$ cat src/rtl/aes_pkg.sv
// rtl/aes_pkg.sv - shared AES datapath constants and types
// Purpose: common widths, round-count and FSM state type for the AES-256 round logic.
// Contents: AES_NR, AES_BLK_W, round_idx_t, state_t.
package aes_pkg;

  localparam int AES_NR    = 14;
  localparam int AES_BLK_W = 128;

  typedef logic [3:0] round_idx_t;

  typedef enum logic {
    IDLE = 1'b0,
    RUN  = 1'b1
  } state_t;

endpackage

$ cat src/rtl/round_key_table.sv
// rtl/round_key_table.sv - (NR+1) x 128 round-key register file
// Purpose: holds the round keys loaded by the key schedule; not reset.
// Ports:
//   clk      - system clock
//   we_i     - write strobe (already gated by the caller's busy state)
//   waddr_i  - write index; writes above NR are dropped
//   wdata_i  - key data
//   raddr_i  - read index, combinational read
//   rdata_o  - key at raddr_i
module round_key_table
  import aes_pkg::*;
#(
  parameter int NR = AES_NR
) (
  input  logic                 clk,
  input  logic                 we_i,
  input  logic [3:0]           waddr_i,
  input  logic [AES_BLK_W-1:0] wdata_i,
  input  logic [3:0]           raddr_i,
  output logic [AES_BLK_W-1:0] rdata_o
);

  localparam round_idx_t MAX_IDX = round_idx_t'(NR);

  logic [AES_BLK_W-1:0] mem_q [0:NR];
  logic                 in_range;

  assign in_range = (waddr_i <= MAX_IDX);

  always_ff @(posedge clk) begin
    if (we_i && in_range) begin
      mem_q[waddr_i] <= wdata_i;
    end
  end

  assign rdata_o = mem_q[raddr_i];

endmodule

$ cat src/rtl/add_round_key_stage.sv
// rtl/add_round_key_stage.sv - registered AddRoundKey stage with round-key table
// Purpose: XORs each accepted 128-bit state with key[round] and registers the
//          result with its round index; one block is NR+1 accepts long.
// Ports:
//   clk, rst_n                       - clock, synchronous active-low reset
//   key_we_i/key_addr_i/key_data_i   - round-key table load (idle only)
//   start_i                          - begin a block at round 0 (idle only)
//   state_valid_i/state_i/state_ready_o - input handshake
//   state_valid_o/state_o/state_ready_i - output handshake
//   round_o, last_o                  - round tag of state_o, final-round flag
//   busy_o                           - block in progress
module add_round_key_stage
  import aes_pkg::*;
#(
  parameter int NR = AES_NR
) (
  input  logic                 clk,
  input  logic                 rst_n,
  input  logic                 key_we_i,
  input  logic [3:0]           key_addr_i,
  input  logic [AES_BLK_W-1:0] key_data_i,
  input  logic                 start_i,
  input  logic                 state_valid_i,
  input  logic [AES_BLK_W-1:0] state_i,
  output logic                 state_ready_o,
  output logic                 state_valid_o,
  output logic [AES_BLK_W-1:0] state_o,
  input  logic                 state_ready_i,
  output logic [3:0]           round_o,
  output logic                 last_o,
  output logic                 busy_o
);

  localparam round_idx_t LAST_RND = round_idx_t'(NR);

  state_t               state_q, state_d;
  round_idx_t           rnd_q, rnd_d;
  logic                 valid_q, valid_d;
  logic [AES_BLK_W-1:0] data_q, data_d;
  round_idx_t           round_q, round_d;
  logic                 last_q, last_d;

  logic [AES_BLK_W-1:0] rkey;
  logic                 busy;
  logic                 ready;
  logic                 accept;
  logic                 at_last;

  assign busy    = (state_q == RUN);
  // Single-entry output register: a slot frees up when it is empty or being drained.
  assign ready   = busy && (!valid_q || state_ready_i);
  assign accept  = state_valid_i && ready;
  assign at_last = (rnd_q == LAST_RND);

  // Writes are blocked during a block so every round sees a stable key set.
  round_key_table #(.NR(NR)) u_key_table (
    .clk     (clk),
    .we_i    (key_we_i && !busy),
    .waddr_i (key_addr_i),
    .wdata_i (key_data_i),
    .raddr_i (rnd_q),
    .rdata_o (rkey)
  );

  always_comb begin
    state_d = state_q;
    rnd_d   = rnd_q;
    valid_d = valid_q;
    data_d  = data_q;
    round_d = round_q;
    last_d  = last_q;

    case (state_q)
      IDLE: begin
        if (start_i) begin
          state_d = RUN;
          rnd_d   = '0;
        end
      end
      RUN: begin
        if (accept) begin
          // The final round ends the block instead of letting the counter pass NR.
          if (at_last) begin
            state_d = IDLE;
            rnd_d   = '0;
          end else begin
            rnd_d = round_idx_t'(rnd_q + 4'd1);
          end
        end
      end
      default: state_d = IDLE;
    endcase

    if (accept) begin
      valid_d = 1'b1;
      data_d  = state_i ^ rkey;
      round_d = rnd_q;
      last_d  = at_last;
    end else if (state_ready_i) begin
      valid_d = 1'b0;
    end
  end

  always_ff @(posedge clk) begin
    if (!rst_n) begin
      state_q <= IDLE;
      rnd_q   <= '0;
      valid_q <= 1'b0;
      data_q  <= '0;
      round_q <= '0;
      last_q  <= 1'b0;
    end else begin
      state_q <= state_d;
      rnd_q   <= rnd_d;
      valid_q <= valid_d;
      data_q  <= data_d;
      round_q <= round_d;
      last_q  <= last_d;
    end
  end

  assign state_ready_o = ready;
  assign state_valid_o = valid_q;
  assign state_o       = data_q;
  assign round_o       = round_q;
  assign last_o        = last_q;
  assign busy_o        = busy;

endmodule

$ cat config.mk
export PLATFORM = sky130hd
export DESIGN_NAME = add_round_key_stage
export DESIGN_NICKNAME = d
export VERILOG_FILES = /design/src/rtl/aes_pkg.sv /design/src/rtl/round_key_table.sv /design/src/rtl/add_round_key_stage.sv
export SDC_FILE = /design/constraint.sdc
export NUM_CORES = 2
export LEC_CHECK = 0
export CORE_MARGIN = 2
export CORE_UTILIZATION = 60
export DETAILED_ROUTE_END_ITERATION = 6
export GPL_TIMING_DRIVEN = 0
export PLACE_DENSITY = 0.85
export SLEW_MARGIN = 0
export SYNTH_ARGS = -nofsm -noshare
export SYNTH_HDL_FRONTEND = slang
export SYNTH_HIERARCHICAL = 1
export SYNTH_SLANG_ARGS = --single-unit
export TNS_END_PERCENT = 20
$ cat constraint.sdc
create_clock -name clk -period 14.1 [get_ports clk]
set_input_delay 2.82 -clock clk [delete_from_list [all_inputs] [get_ports clk]]
set_output_delay 2.82 -clock clk [all_outputs]
set_load 0.05 [all_outputs]
==> results.py <==
metrics = {
    "timing": {
        "drv_slew": 0,
        "setup_viol": 0,
        "hold_ws_ns": 0.503,
        "fmax_mhz": 123,
        "hold_violations": 0,
        "fin_crit_sh_pct": 57.8,
        "skew_ns": 0.0308,
        "fin_crit_ns": 8.15,
        "worst_pin_slew_ns": 1.38,
        "grt_setup_unrepaired": "no",
        "slew-limit-headroom_pct": 7.70,
    },
    "cts": {
        "clock_latency_ns": 0.83,
        "cts.sinks": 2059,
        "clk_pin_slew_ns": 0.06,
        "ctsResizeCount": 0,
        "h-tree-depth": 4,
        "clock_path_buffers": 3,
        "tritoncts.num_buffers": 193,
        "cts_tree": "yes",
        "cts_hold_buf": 0,
        "post-cts-setup-buffers": 0,
        "cts-root-buf": "clkbuf_16",
    },
    "pwr": {
        "p_leak_nw": 29.6,
        "power.density_nw_per_um2": 134,
        "vdd_drop_max_mv": 0.122,
        "power_mw": 12.7,
    },
    "critical_path": {
        "critPathCaptureType": "output pin",
        "arrival_ns": 5.33,
        "critical_path_class": "in -> out",
        "critPathLaunchType": "input port",
        "max_stage_delay_ns": 0.80,
        "worst_path_max_delay_cell": "clkdlybuf4s50_1",
        "required_ns": 11.28,
        "crit_fanout": 10,
        "cp_num_buf_inv": 4,
        "path_cells": "clkdlybuf4s50_1 > nand2b_1 > buf_2 > buf_2 > and2_1 > clkdlybuf4s50_1",
        "crit_family": "buffers and inverters",
    },
    "floorplanning": {
        "die_h_um": 369,
        "num_rows": 133,
        "coreArea_um2": 132000,
        "io_pins": 402,
        "dieArea_um2": 136000,
        "start_util_pct": 60.6,
        "die_w_um": 369,
    },
    "detailed_routing": {
        "first_pass_iters": 6,
        "via_per_inst": 6.83,
        "wl_um": 230000,
        "vias": 46800,
        "drt_iter0_drc": 7062,
        "wire_per_inst_um": 33.6,
        "postRouteAntennaNets": 0,
        "drc": 0,
    },
    "synthesis": {
        "synth_seq_area_share_pct": 75.8,
        "yosys_warnings": 6,
        "postSynthCellCount": 4185,
        "synth_nets": 4453,
        "synth.avg_cell_area_um2": 19.1,
        "syn_area_um2": 79800,
        "synthTopCellsByArea": "edfxtp_1 (72%), mux4_2 (7.5%), mux2i_1 (4.0%)",
        "ys_ff_latch": 2059,
        "synth_top_area_share_pct": 72.3,
        "synth_cell_types": 50,
        "synth_top_area_cell": "edfxtp_1",
    },
    "cells_and_area": {
        "design_area_um2": 94300,
        "nets": 5174,
        "drive_above_1_share_pct": 18.6,
        "stdcell_count": 6844,
        "syn2layout_area_growth_pct": 18.2,
        "seq_area_um2": 60400,
        "fin_util_pct": 71.6,
        "multi_input_area_um2": 17800,
        "fillers": 7222,
    },
    "grt": {
        "grt_pass1_wl_um": 324000,
        "grt_pass1_vias": 46900,
        "grt_overflow": 0,
        "grt_max_degree": 28,
        "track_usage_pct": 33.4,
        "antenna_found_initial": 31,
    },
    "placed_design": {
        "gp_congestion": 0.814,
        "dp_hpwl_um": 142000,
        "io_buffers": 401,
        "placedInstanceArea_um2": 88100,
        "post-place-cells": 6466,
    },
    "run_status": {
        "outcome": "finished, final reports clean",
    },
    "job": {
        "max-cap-violations": 0,
    },
    "hold_path": {
        "hold_path_class": "reg -> reg",
    },
}
[worst reg2reg max path, delay by kind of cell, from the launching register on]
family          cells  cell delay, ns
simple gates        1            0.64
buf+inv             2            1.26
flops               1            0.79
xor+xnor            1            0.85
compound gates      3            0.77
[layout make-up]
type	instances	share of cell area [%]
Antenna cell	25	0.0664
Buffer	270	1.69
Clock buffer	244	5.39
Clock inverter	109	1.08
Inverter	4	0.0159
Multi-Input combinational cell	1852	18.9
Sequential cell	2059	64.1
Tap cell	1755	2.33
Timing Repair Buffer	526	6.41
[logic make-up after synthesis]
logic type               count (synthesis)  synth area share [%]
flip-flops                            2059                  75.8
XOR/XNOR                               129                  1.42
AO/OA/AOI/OAI                          814                  7.02
adder cells (fa/ha/maj)                  2                0.0314
buffers and inverters                  274                  2.02
AND/OR/NAND/NOR                        317                  2.13
multiplexers                           590                  11.6
[placed cells by master, fill, tap and decap left out, types with 49 or more instances in the layout]
master           instances
o21ai_1                114
mux2i_1                320
xnor2_1                127
buf_12                  57
a211oi_1                88
o22ai_1                115
clkbuf_1               127
buf_6                   74
nor2b_1                 49
clkdlybuf4s50_1        401
a22oi_1                123
mux4_2                 266
nand2_1                 89
clkbuf_16              195
nand2b_1               126
edfxtp_1              1920
buf_4                   62
a31oi_1                115
a21oi_1                106
buf_2                   92
dfxtp_1                139
[layer usage]
layer  vias up  wire, um  GRT usage [%]
met5         -       174              0
met4        30     12200           17.0
met3       696     30000           9.22
met2      3996    110000           52.6
met1     23500     77800           43.1
li1      18500         -              -
[flip-flops by register name, summed over array words and instances, names as in the netlist]
signal,count
u_key_table/mem_q,1920
round_o,4
rnd_q,4
last_o,1
state_valid_o,1
state_o,128
busy_o,1
[through the flow]
step                      TNS (ns)  worst slack, ns
after floorplan                  0             1.15
after global placement    -5959.30            -8.71
after detailed placement         0             5.96
after CTS                        0             5.92
after global routing             0             5.87
final                            0             5.95
[Yosys cell counts (all sizes together)]
master,count
nor2,29
inv,4
a211o,40
o221ai,4
a211oi,128
nand4,2
a221o,4
nand3,7
nand3b,2
or3b,1
mux4,266
ha,2
nand4b,3
xor2,1
nor3,4
a31oi,115
edfxtp,1920
nand2b,126
o22ai,115
or3,1
o21ai,120
and2,2
a21oi,146
nand2,89
o211a,1
clkbuf,80
xnor2,128
a22oi,124
nor2b,49
mux2,4
dfxtp,139
o211ai,17
mux2i,320
or2,2
buf,190
[final timing paths]
| path | startpoint | slack [ns] | to | cells after the start |
|---|---|---|---|---|
| worst max-delay path | state_ready_i | 5.95 | state_ready_o | 6 |
| worst min-delay path | round_o[2]$_SDFFE_PN0P_ | 0.50 | round_o[2]$_SDFFE_PN0P_ | 2 |
| worst max register to register | rnd_q[3]$_SDFFE_PN0P_ | 9.64 | state_o[87]$_SDFFE_PN0P_ | 7 |
| worst min register to register | round_o[2]$_SDFFE_PN0P_ | 0.50 | round_o[2]$_SDFFE_PN0P_ | 2 |
[power breakdown]
part / switching [mW] / internal (mW) / leakage (nW) / total, mW
sequential: 0.0311 / 6.76 / 18.5 / 6.79
combinational: 0.474 / 0.293 / 8.14 / 0.767
clock: 2.25 / 2.86 / 2.96 / 5.11
No activity file was read; power rests on OpenSTA's default activity.
